**config.mk**
```make
export PLATFORM = sky130hd
export DESIGN_NAME = ps2_host_tx
export DESIGN_NICKNAME = d
export VERILOG_FILES = /design/src/rtl/ps2_host_tx.sv
export SDC_FILE = /design/constraint.sdc
export NUM_CORES = 1
export LEC_CHECK = 0
export BUFFER_PORTS_ARGS = -buffer_cell sky130_fd_sc_hd__buf_2
export CAP_MARGIN = 20
export CELL_PAD_IN_SITES_DETAIL_PLACEMENT = 0
export CELL_PAD_IN_SITES_GLOBAL_PLACEMENT = 1
export CORE_UTILIZATION = 41
export CTS_CLUSTER_DIAMETER = 80
export DETAILED_ROUTE_END_ITERATION = 10
export PLACE_DENSITY_LB_ADDON = 0.1
export SYNTH_ARGS = -nofsm -noshare
export SYNTH_HDL_FRONTEND = slang
export SYNTH_SLANG_ARGS = --single-unit
```
**constraint.sdc**
```tcl
create_clock -name clk -period 2.37 [get_ports clk]
set_clock_uncertainty 0.2 [all_clocks]
set_input_delay 0.3555 -clock clk [delete_from_list [all_inputs] [get_ports clk]]
set_output_delay 0.3555 -clock clk [all_outputs]
set_load 0.01 [all_outputs]
```
**src/rtl/ps2_host_tx.sv**
```systemverilog
// Host-to-device PS/2 transmitter: request-to-send, 11-bit frame on device clock, ACK check.
// Lines are open-drain: the outputs are pull-low enables only; the top level turns them into 0/Z pins.
module ps2_host_tx #(
  parameter int unsigned CLK_HOLD_CYCLES = 2500,
  parameter int unsigned FIRST_TIMEOUT   = 375000,
  parameter int unsigned BIT_TIMEOUT     = 25000
) (
  input  logic       clk,
  input  logic       reset,
  input  logic [7:0] tx_data,
  input  logic       tx_start,
  input  logic       ps2clk,
  input  logic       ps2data,
  output logic       ps2clk_drive_low,
  output logic       ps2data_drive_low,
  output logic       tx_busy,
  output logic       tx_done,
  output logic       tx_error,
  output logic [3:0] dbg_state
);

  // Request handshake: tx_start is a one-cycle strobe taken only while tx_busy is low
  // (IDLE); a strobe seen while busy is dropped, never queued.
  typedef enum logic [3:0] {
    S_IDLE, S_INHIBIT, S_START, S_RELEASE, S_SEND, S_ACK, S_WAIT_IDLE, S_DONE, S_ERROR
  } state_t;

  localparam logic [18:0] HOLD_LAST = 19'(CLK_HOLD_CYCLES - 1);
  localparam logic [18:0] FIRST_TO  = 19'(FIRST_TIMEOUT);
  localparam logic [18:0] BIT_TO    = 19'(BIT_TIMEOUT);

  state_t      state;
  logic [1:0]  clk_sync, data_sync;
  logic        clk_prev;
  logic        fall, lines_idle, timed_out, ack_missing;
  logic [9:0]  frame;
  logic [3:0]  bit_cnt;
  logic [18:0] hold_cnt, to_cnt;

  assign fall        = clk_prev & ~clk_sync[1];
  assign lines_idle  = clk_sync[1] & data_sync[1];
  assign ack_missing = (state == S_ACK) && fall && data_sync[1];
  assign dbg_state   = state;

  always_comb begin
    timed_out = 1'b0;
    case (state)
      S_RELEASE:    timed_out = !fall && (to_cnt == FIRST_TO);
      S_SEND,
      S_ACK:        timed_out = !fall && (to_cnt == BIT_TO);
      S_WAIT_IDLE:  timed_out = !lines_idle && (to_cnt == BIT_TO);
      default:      timed_out = 1'b0;
    endcase
  end

  // Idle PS/2 lines sit high, so the synchronizers come out of reset high to avoid a false fall.
  always_ff @(posedge clk or negedge reset) begin
    if (!reset) begin
      clk_sync  <= 2'b11;
      data_sync <= 2'b11;
      clk_prev  <= 1'b1;
    end else begin
      clk_sync  <= {clk_sync[0], ps2clk};
      data_sync <= {data_sync[0], ps2data};
      clk_prev  <= clk_sync[1];
    end
  end

  always_ff @(posedge clk or negedge reset) begin
    if (!reset) begin
      state             <= S_IDLE;
      frame             <= '0;
      bit_cnt           <= '0;
      hold_cnt          <= '0;
      to_cnt            <= '0;
      ps2clk_drive_low  <= 1'b0;
      ps2data_drive_low <= 1'b0;
      tx_busy           <= 1'b0;
      tx_done           <= 1'b0;
      tx_error          <= 1'b0;
    end else if (timed_out || ack_missing) begin
      state             <= S_ERROR;
      tx_error          <= 1'b1;
      tx_busy           <= 1'b0;
      ps2clk_drive_low  <= 1'b0;
      ps2data_drive_low <= 1'b0;
    end else begin
      if (state inside {S_RELEASE, S_SEND, S_ACK, S_WAIT_IDLE})
        to_cnt <= fall ? '0 : to_cnt + 19'd1;
      case (state)
        S_IDLE: begin
          if (tx_start) begin
            frame            <= {1'b1, ~^tx_data, tx_data};
            bit_cnt          <= '0;
            hold_cnt         <= '0;
            tx_busy          <= 1'b1;
            ps2clk_drive_low <= 1'b1;
            state            <= S_INHIBIT;
          end
        end
        S_INHIBIT: begin
          if (hold_cnt == HOLD_LAST) begin
            ps2data_drive_low <= 1'b1;
            state             <= S_START;
          end else begin
            hold_cnt <= hold_cnt + 19'd1;
          end
        end
        S_START: begin
          ps2clk_drive_low <= 1'b0;
          to_cnt           <= '0;
          state            <= S_RELEASE;
        end
        S_RELEASE: begin
          if (fall) begin
            ps2data_drive_low <= ~frame[0];
            bit_cnt           <= 4'd1;
            state             <= S_SEND;
          end
        end
        // bit_cnt indexes the bit presented on this fall; index 9 is the stop bit.
        S_SEND: begin
          if (fall) begin
            ps2data_drive_low <= ~frame[bit_cnt];
            bit_cnt           <= bit_cnt + 4'd1;
            if (bit_cnt == 4'd9)
              state <= S_ACK;
          end
        end
        S_ACK: begin
          if (fall) begin
            bit_cnt <= 4'd11;
            state   <= S_WAIT_IDLE;
          end
        end
        S_WAIT_IDLE: begin
          if (lines_idle) begin
            tx_done <= 1'b1;
            tx_busy <= 1'b0;
            state   <= S_DONE;
          end
        end
        S_DONE: begin
          tx_done <= 1'b0;
          state   <= S_IDLE;
        end
        S_ERROR: begin
          tx_error <= 1'b0;
          state    <= S_IDLE;
        end
        default: state <= S_IDLE;
      endcase
    end
  end

endmodule

```
==> results.md, run 1 <==
* Status: finished clean
* GR Overflow Total at 0
* MaxCap Viol Count at 0
* Largest net degree at the start of global routing at 67
* Latest clock arrival within the worst-skew pair at 0.34 ns
* Post-synth EDFFs at 0
* Starting Density at 42.9%
* Worst slew pin tran at 0.475 ns
* Final setup violation count at 0
* PortBufs at 21
* Synth Flop Type: dfrtp_1
* Iter 0 DRT Violations at 130
* Diode count at 0
* Async S/R FF share, synth at 100%
* Reg clk slew, reported paths at 0.08 ns
* RSZ-0062 raised after global routing: true
* Sequential area share after synthesis at 43.7%
* Netlist cell types at 68
* Initial antenna violation count at 0
* Worst Hold Class: in2reg
* Via density at 5.51
* Worst vdd ir at 0.000363 V
* Die H at 98.2 um
* Max-slew violation count at 0
* H-tree levels at 3
* Fin Hold WS at 0.0229 ns
* Final nets at 492
* Antenna-violating nets left at 0
* Crit path time final at 2.33 ns
* Fraction of layout cells with a size suffix above 1 at 29.6%
* FF+latch count, synth at 66
* Max Fclk at 0.429 GHz
* Number of global-route vias before repair at 3163
* Area of the die at 9640 um2
* Fill count at 826
* Max-slew headroom at 67.9%
* Post-Syn Area at 3790 um2
* Power share of the combinational group at 44.6%
* Final Cycle Share at 98.4%
* Syn Area/Cell at 9.53 um2
* Power Internal at 2.76 mW
* Seq pwr share at 33.8%
* Post-Route WL at 9.51 mm
* CTS Buffer Depth at 2
* Power per Cell Area at 975 nW/um2
* Cts bufs inserted at 9
* FP Rows at 34
* TritonCTS clock tree: built
* Kind of start point of the critical path: register
* Worst Path Required at 2.41 ns
* Die W at 98.2 um
* Post-DP HPWL at 6.79 mm
* Clock power frac at 21.6%
* Net Count, Synth at 416
* Sink Count at 66
* Avg WL per Cell at 16.2 um
* Via count at 3237
* Crit path capture type: register
* Ports at 22
* Final Hold Fails at 0
* RePlAce Congestion at 0.850
* Post-Synthesis Cells at 398
* Crit path DAT at 2.38 ns
* Clk Tree Root Cell: clkbuf_8
* Psw at 1.82 mW
* DR pass1 iterations at 7
* Switching share of power at 39.8%
* Crit path max fanout at 15
* Leakage power at 2.03 nW
* Area delta synth->final at 23.7%
* Synthesis warning total at 0
* All-Layer GR Usage at 21.1%
* Total Power at 4.58 mW
* Remaining DRCs at 0
* Core ar. at 8850 um2
* Setup CP Type: reg2reg
* First-pass GRT wire length at 16.1 mm
what timing repair did:
action	in CTS	in global routing
setup endpoints to repair	1	31
hold endpoints to repair	63	0
pin swaps	0	1
cloned	0	0
gates resized for setup	1	11
buffers inserted	0	4
hold buffers	3	0
final timing paths:
check	start	end	slack [ns]	cells past startpoint
setup / recovery	clk_prev	to_cnt[12]	0.04	7
hold / removal	tx_data[0]	frame[0]	0.02	3
setup reg to reg	clk_prev	to_cnt[12]	0.04	7
hold reg to reg	clk_sync[0]	clk_sync[1]	0.18	0
max in group asynchronous	reset	clk_sync[0]	1.27	3
min in group asynchronous	reset	to_cnt[4]	0.34	3
area by class of cell:
type / instances / area, um2 / area share [%]
sequential: 66 / 1660 / 35.3
timing repair buffer: 82 / 596 / 12.7
clock inverter: 7 / 77.6 / 1.65
multi-input combinational: 305 / 2070 / 44.0
tap: 108 / 135 / 2.88
inverter: 10 / 37.5 / 0.799
clock buffer: 9 / 124 / 2.64
registers in the layout, summed over array words and instances, names as in the netlist:
signal             flops
data_sync              2
bit_cnt                4
dbg_state              4
ps2data_drive_low      1
clk_prev               1
hold_cnt              19
clk_sync               2
tx_done                1
tx_error               1
frame                 10
to_cnt                19
ps2clk_drive_low       1
tx_busy                1
Yosys cell counts (5+ instances only):
master,n,share of area (%)
nand2b_1,6,0.99
and3_1,7,1.2
clkbuf_1,6,0.59
dfstp_2,5,3.5
a31oi_1,7,1.2
xor2_1,7,1.6
nand4_1,8,1.3
nor2_1,36,3.6
nand2_1,54,5.3
nor4b_1,5,1.2
buf_2,7,0.92
o21ai_0,21,2.8
o31ai_1,5,0.99
nor4_1,6,0.99
xnor2_1,15,3.5
o21ai_1,7,0.92
a21oi_1,11,1.5
nand3_1,12,1.6
nor3_1,15,2.0
dfrtp_1,61,40
ha_1,5,1.6
inv_1,8,0.79
kinds of logic (layout without fill, tap and decap cells):
logic type,after synthesis,count (layout),synth area share [%]
buf+inv,27,108,3.30
simple gates,179,179,24.2
fa+ha+maj,5,5,1.65
compound gates,91,91,19.2
mux,8,8,2.84
xor+xnor,22,22,5.08
flops,66,66,43.7
power by group through the flow:
stage	Sequential, mW	Combinational, mW	Clock (mW)
floorplan	1.55	1.21	0
global placement	1.57	1.97	0
detailed placement	1.57	1.98	0
CTS	1.55	1.99	1.02
global route	1.59	2.26	1.06
finish	1.55	2.04	0.988
per-stage QoR:
stage               worst slack [ns]  instances  TNS [ns]  util, %  instance area [um2]
detailed placement           -0.0125        564   -0.0125     49.5                 4380
CTS                           0.0522        583         0     52.1                 4610
finish                        0.0374        587         0     53.1                 4700
global route                 -0.0560        587    -0.308     53.1                 4700
global placement              0.0431        564         0     49.5                 4380
floorplan                      0.115        398         0        -                 3790
worst max-delay path: stages, from the launching register on:
cell and delay [ns]:
dfstp_2 0.52, nor2b_1 0.32, a31oi_1 0.10, o2111ai_2 0.22, o211ai_1 0.14, or2_1 0.30
buf_12 0.18, o41ai_2 0.27
cells in the final DEF (no fill, tap or decap), drive strengths merged, types with 4 or more instances in the layout:
cell type   n
o41ai       5
a21oi      13
nand2      54
nand3      12
buf        79
o31ai      13
ha          5
nor4b       6
xor2        7
xnor2      15
inv        12
mux2i       4
nor2       36
dfrtp      61
o21ai      29
nand2b      6
nor4        7
o21a        4
nor3       17
dfstp       5
nor2b       4
clkbuf      9
a31oi       7
or3         4
and3        7
or2         4
nand4       8
metal layers:
metal | global-route usage (%) | vias up | part of all wire [%]
li1 | - | 1596 | -
met1 | 29.5 | 1587 | 50
met2 | 33.5 | 46 | 46
met3 | 3.94 | 8 | 2.6
met4 | 6.20 | 0 | 0.78
met5 | 0 | - | 0
Note: power is estimated with default switching activity, not from simulation.
==> inputs of run 2 (changes only) <==
--- a/config.mk
+++ b/config.mk
@@ -9,7 +9,7 @@
 export CAP_MARGIN = 20
 export CELL_PAD_IN_SITES_DETAIL_PLACEMENT = 0
 export CELL_PAD_IN_SITES_GLOBAL_PLACEMENT = 1
-export CORE_UTILIZATION = 41
+export CORE_UTILIZATION = 43
 export CTS_CLUSTER_DIAMETER = 80
 export DETAILED_ROUTE_END_ITERATION = 10
 export PLACE_DENSITY_LB_ADDON = 0.1
==> run 2 against run 1 <==
Global-route usage grew 0.39 points. Largest cell class unchanged. Routed wire length shrank 3.7%. Hold slack gained 0.0091 ns. Cell count shrank 1.0%. Register-to-register slack gained 0.03 ns. Die area shrank 4.5%. Non-clock buffer count shrank 2. Highest routed layer unchanged. First-iteration DRC count grew 6.9%. Design area grew 1.3%. Sequential cell count is the same. Clock power shrank 14%. Critical path depth grew 1.
==> results.md, run 2 (synthesis results as in run 1) <==
* Footprint of the multi-input gates at 2150 um2
* Final Cycle Share at 97.0%
* Gr busiest metal: met2
* Max-slew headroom at 65.9%
* Psw at 1.82 mW
* Fin Hold WS at 0.0319 ns
* All-Layer GR Usage at 21.5%
* Initial antenna violation count at 0
* Max-slew violation count at 0
* RSZ-0062 raised after global routing: true
* Final Hold Fails at 0
* Crit path capture type: register
* Sink Count at 66
* Via density at 5.53
* Die H at 95.9 um
* Number of global-route vias before repair at 3013
* Via count at 3214
* Status: finished clean
* Diode count at 0
* Routing usage on met2 at 32.3%
* Power Internal at 2.71 mW
* Worst setup margin at 0.0708 ns
* Setup Total Neg Slack at 0 ns
* DR pass1 iterations at 6
* Power per Cell Area at 952 nW/um2
* M1 GR Usage at 30.8%
* Area delta synth->final at 25.3%
* Leakage power at 2.03 nW
* Remaining DRCs at 0
* Core ar. at 8380 um2
* Fraction of layout cells with a size suffix above 1 at 30.9%
* CTS Buffer Depth at 2
* Crit path DAT at 2.33 ns
* Kind of start point of the critical path: register
* Post-Route WL at 9.15 mm
* RePlAce Congestion at 0.833
* Worst Path Required at 2.40 ns
* Final nets at 490
* Top flop regs: hold_cnt: 19 flops, to_cnt: 19 flops, frame: 10 flops
* TritonCTS clock tree: built
* Worst slew pin tran at 0.504 ns
* Register area at 1660 um2
* GR Overflow Total at 0
* First-pass GRT wire length at 15.0 mm
* Antenna-violating nets left at 0
* Reg clk slew, reported paths at 0.07 ns
* Avg WL per Cell at 15.8 um
* Crit path time final at 2.30 ns
* Met3 Use GR at 3.40%
* Clock power frac at 18.7%
* Largest net degree at the start of global routing at 67
* Commonest cells after routing, fill and taps aside: dfrtp_1, nand2_1, buf_4
* Worst vdd ir at 0.000314 V
* Power share of the combinational group at 47.2%
* PortBufs at 21
* Place WS at -0.0178 ns
* Fill count at 754
* Ports at 22
* Final setup violation count at 0
* MaxCap Viol Count at 0
* Die W at 95.9 um
* Post-DP HPWL at 6.45 mm
* Most common cell after layout, fill and taps aside: dfrtp_1
* Latest clock arrival within the worst-skew pair at 0.34 ns
* Crit path max fanout at 8
* Worst Hold Class: in2reg
* FP Rows at 33
* Clk Tree Root Cell: clkbuf_8
* Max Fclk at 0.435 GHz
* Area of the die at 9210 um2
* Total Power at 4.53 mW
* Seq pwr share at 34.1%
* Iter 0 DRT Violations at 139
* Cts bufs inserted at 9
* Switching share of power at 40.2%
* Setup CP Type: reg2reg
* Starting Density at 45.3%
* H-tree levels at 3
[run 2: cell count changes in the layout (fill, tap and decap cells not counted), sizes merged]
cell,previous run,this run
buf,79,77
bufinv,1,0
clkbuf,9,10
clkinv,3,4
inv,12,10
[run 2: timing repair]
action | 4_1_cts | 5_1_grt
gates cloned | 0 | 1
hold buffers | 3 | 0
endpoints found under the hold margin | 63 | 0
pin swaps | 0 | 6
buffers inserted | 0 | 3
endpoints found under the setup margin | 5 | 38
gates resized for setup | 4 | 28
[run 2: power groups by stage]
stage | Clock (mW) | Combinational (mW) | Sequential [mW]
CTS | 0.877 | 1.96 | 1.55
detailed placement | 0 | 1.93 | 1.57
global route | 0.920 | 2.33 | 1.59
floorplan | 0 | 1.21 | 1.55
global placement | 0 | 1.93 | 1.56
finish | 0.847 | 2.14 | 1.55
[run 2: cell type report]
cell class	instances	share of cell area (%)
clock inverter	5	0.658
timing repair buffer	80	12.7
inverter	10	0.789
sequential	66	35.0
clock buffer	10	2.89
tap	105	2.76
multi-input combinational	305	45.3
[run 2: final timing paths]
check / from / end / slack (ns) / depth (start not counted)
min in group asynchronous: reset / tx_done / 0.37 / 3
max in group asynchronous: reset / clk_sync[0] / 1.28 / 3
min: tx_data[2] / frame[2] / 0.03 / 3
max: dbg_state[3] / dbg_state[1] / 0.07 / 8
min reg2reg: data_sync[0] / data_sync[1] / 0.16 / 0
max reg2reg: dbg_state[3] / dbg_state[1] / 0.07 / 8
[run 2: stage by stage]
stage | instance area, um2 | util, % | instances
after floorplan | 3790 | - | 398
after global placement | 4370 | 52.2 | 559
after detailed placement | 4370 | 52.2 | 559
after CTS | 4590 | 54.7 | 577
after global routing | 4750 | 56.7 | 581
final | 4750 | 56.7 | 581
[run 2: per-layer routing]
metal	wire, um	vias to the layer above	part of all wire (%)
met5	0	-	0
met4	104	0	1.1
met3	216	10	2.4
met2	4180	48	46
met1	4660	1561	51
li1	-	1595	-
[run 2: worst max-delay path: stages, from the launching register on]
cell and delay [ns]:
dfrtp_2 0.46, nand2b_4 0.20, nor4b_4 0.32, o2111ai_4 0.17
buf_4 0.19, a21oi_2 0.15, buf_4 0.15, o21ai_0 0.08
o31ai_1 0.28
==> inputs of run 3 (changes only) <==
--- a/config.mk
+++ b/config.mk
@@ -13,6 +13,7 @@
 export CTS_CLUSTER_DIAMETER = 80
 export DETAILED_ROUTE_END_ITERATION = 10
 export PLACE_DENSITY_LB_ADDON = 0.1
+export RECOVER_POWER = 50
 export SYNTH_ARGS = -nofsm -noshare
 export SYNTH_HDL_FRONTEND = slang
 export SYNTH_SLANG_ARGS = --single-unit
==> run 3 against run 2 <==
Combinational power barely moved. Non-clock buffer count is the same. Largest power group unchanged. Utilization down 0.15 points. Design area fell by 0.26%. Fmax is the same. Power about the same. Via count unchanged. Worst setup slack did not move. Critical path depth did not move. Critical endpoint unchanged.
==> results.md, run 3 (synthesis results as in run 1) <==
* Final Cycle Share at 97.0%
* Final setup violation count at 0
* Fraction of layout cells with a size suffix above 1 at 30.7%
* Starting Density at 45.3%
* Worst R2R Start: dbg_state[3]
* H-tree levels at 3
* Largest net degree at the start of global routing at 67
* Max Fclk at 0.435 GHz
* Via count at 3214
* Remaining DRCs at 0
* Crit path time final at 2.30 ns
* Worst setup path startpoint: dbg_state[3]
* CTS Buffer Depth at 2
* Setup CP Type: reg2reg
* Area of the die at 9210 um2
* Utilization after layout at 56.6%
* Post-Route WL at 9.15 mm
* Power Internal at 2.70 mW
* Ports at 22
* Fin Hold WS at 0.0319 ns
* Switching share of power at 40.2%
* Max-slew headroom at 39.4%
* Worst slew pin tran at 0.909 ns
* Psw at 1.82 mW
* RSZ-0062 raised after global routing: true
* Reg clk slew, reported paths at 0.07 ns
* Power share of the combinational group at 47.1%
* Kind of start point of the critical path: register
* TritonCTS clock tree: built
* Die H at 95.9 um
* Iter 0 DRT Violations at 139
* Crit path DAT at 2.33 ns
* Final nets at 490
* Clk Tree Root Cell: clkbuf_8
* DR pass1 iterations at 6
* Worst r2r dst: dbg_state[1]
* Number of global-route vias before repair at 3013
* First-pass GRT wire length at 15.0 mm
* Reg2reg path depth at 8
* Initial antenna violation count at 0
* RePlAce Congestion at 0.833
* Status: finished clean
* Leakage power at 2.02 nW
* Die W at 95.9 um
* Worst Path Required at 2.40 ns
* Avg WL per Cell at 15.8 um
* Diode count at 0
* Latest clock arrival within the worst-skew pair at 0.34 ns
* All-Layer GR Usage at 21.5%
* Antenna-violating nets left at 0
* Sink Count at 66
* Seq pwr share at 34.1%
* Crit path max fanout at 8
* PortBufs at 21
* Commonest cells after routing, fill and taps aside: dfrtp_1, nand2_1, buf_4
* Final Hold Fails at 0
* Max-slew violation count at 0
* Worst vdd ir at 0.000314 V
* Crit path capture type: register
* Most common cell after layout, fill and taps aside: dfrtp_1
* Post-DP HPWL at 6.45 mm
* FP Rows at 33
* Crit path to: dbg_state[1]
* Clock power frac at 18.7%
* Top flop regs: hold_cnt: 19 flops, to_cnt: 19 flops, frame: 10 flops
* Core ar. at 8380 um2
* Worst Hold Class: in2reg
* Power per Cell Area at 954 nW/um2
* R2R Setup Slk at 0.07 ns
* GR Overflow Total at 0
* Via density at 5.53
* Area delta synth->final at 25.0%
* MaxCap Viol Count at 0
* Cts bufs inserted at 9
run 3: changes by cell type in the layout (fill, tap and decap cells not counted):
cell / previous run / this run
clkbuf_4: 0 / 1
buf_12: 3 / 2
dfstp_1: 0 / 1
dfstp_2: 5 / 4
run 3: per-layer routing:
| metal | track usage (%) | share of wire (%) | vias up |
|---|---|---|---|
| li1 | - | - | 1595 |
| met1 | 30.8 | 51 | 1561 |
| met2 | 32.3 | 46 | 48 |
| met3 | 3.40 | 2.4 | 10 |
| met4 | 8.83 | 1.1 | 0 |
| met5 | 0 | 0 | - |
run 3: worst min path at each step:
stage | startpoint | to | depth (start not counted)
6_report | tx_data[2] | frame[2] | 3
3_5_place_dp | data_sync[0] | data_sync[1] | 0
2_1_floorplan | reset | bit_cnt[0] | 0
5_1_grt | tx_data[7] | frame[7] | 3
4_1_cts | tx_data[2] | frame[2] | 3
3_3_place_gp | data_sync[0] | data_sync[1] | 0
run 3: cell type report:
| type | instances | area [um2] |
|---|---|---|
| Fill cell | 756 | 3640 |
| Multi-Input combinational cell | 305 | 2150 |
| Sequential cell | 66 | 1660 |
| Timing Repair Buffer | 80 | 589 |
| Clock buffer | 10 | 138 |
| Tap cell | 105 | 131 |
| Inverter | 10 | 37.5 |
| Clock inverter | 5 | 31.3 |
run 3: per-stage QoR:
| stage | total power [mW] | setup TNS (ns) | instance area, um2 | std cells | setup slack [ns] |
|---|---|---|---|---|---|
| finish | 4.52 | 0 | 4740 | 581 | 0.0708 |
| global route | 4.84 | -0.0384 | 4740 | 581 | -0.0370 |
| CTS | 4.38 | 0 | 4590 | 577 | 0.0159 |
| detailed placement | 3.50 | -0.0178 | 4370 | 559 | -0.0178 |
| global placement | 3.49 | 0 | 4370 | 559 | 0.0386 |
| floorplan | 2.76 | 0 | 3790 | 398 | 0.115 |
run 3: repair_timing:
item / 4_1_cts / 5_1_grt
gates cloned: 0 / 1
pin swaps: 0 / 6
endpoints found under the setup margin: 5 / 38
endpoints found under the hold margin: 63 / 0
setup buffers: 0 / 3
resized for setup: 4 / 28
hold buffers: 3 / 0
run 3: power groups by stage:
stage / Sequential [mW] / Clock, mW / Combinational [mW]
after floorplan: 1.55 / 0 / 1.21
after global placement: 1.56 / 0 / 1.93
after detailed placement: 1.57 / 0 / 1.93
after CTS: 1.55 / 0.877 / 1.96
after global routing: 1.59 / 0.920 / 2.33
final: 1.55 / 0.847 / 2.13
run 3: critical path, cell delays in order, from the launching register on:
cell and delay (ns):
dfrtp_2 0.46, nand2b_4 0.20, nor4b_4 0.32, o2111ai_4 0.17, buf_4 0.19, a21oi_2 0.15
buf_4 0.15, o21ai_0 0.08, o31ai_1 0.28
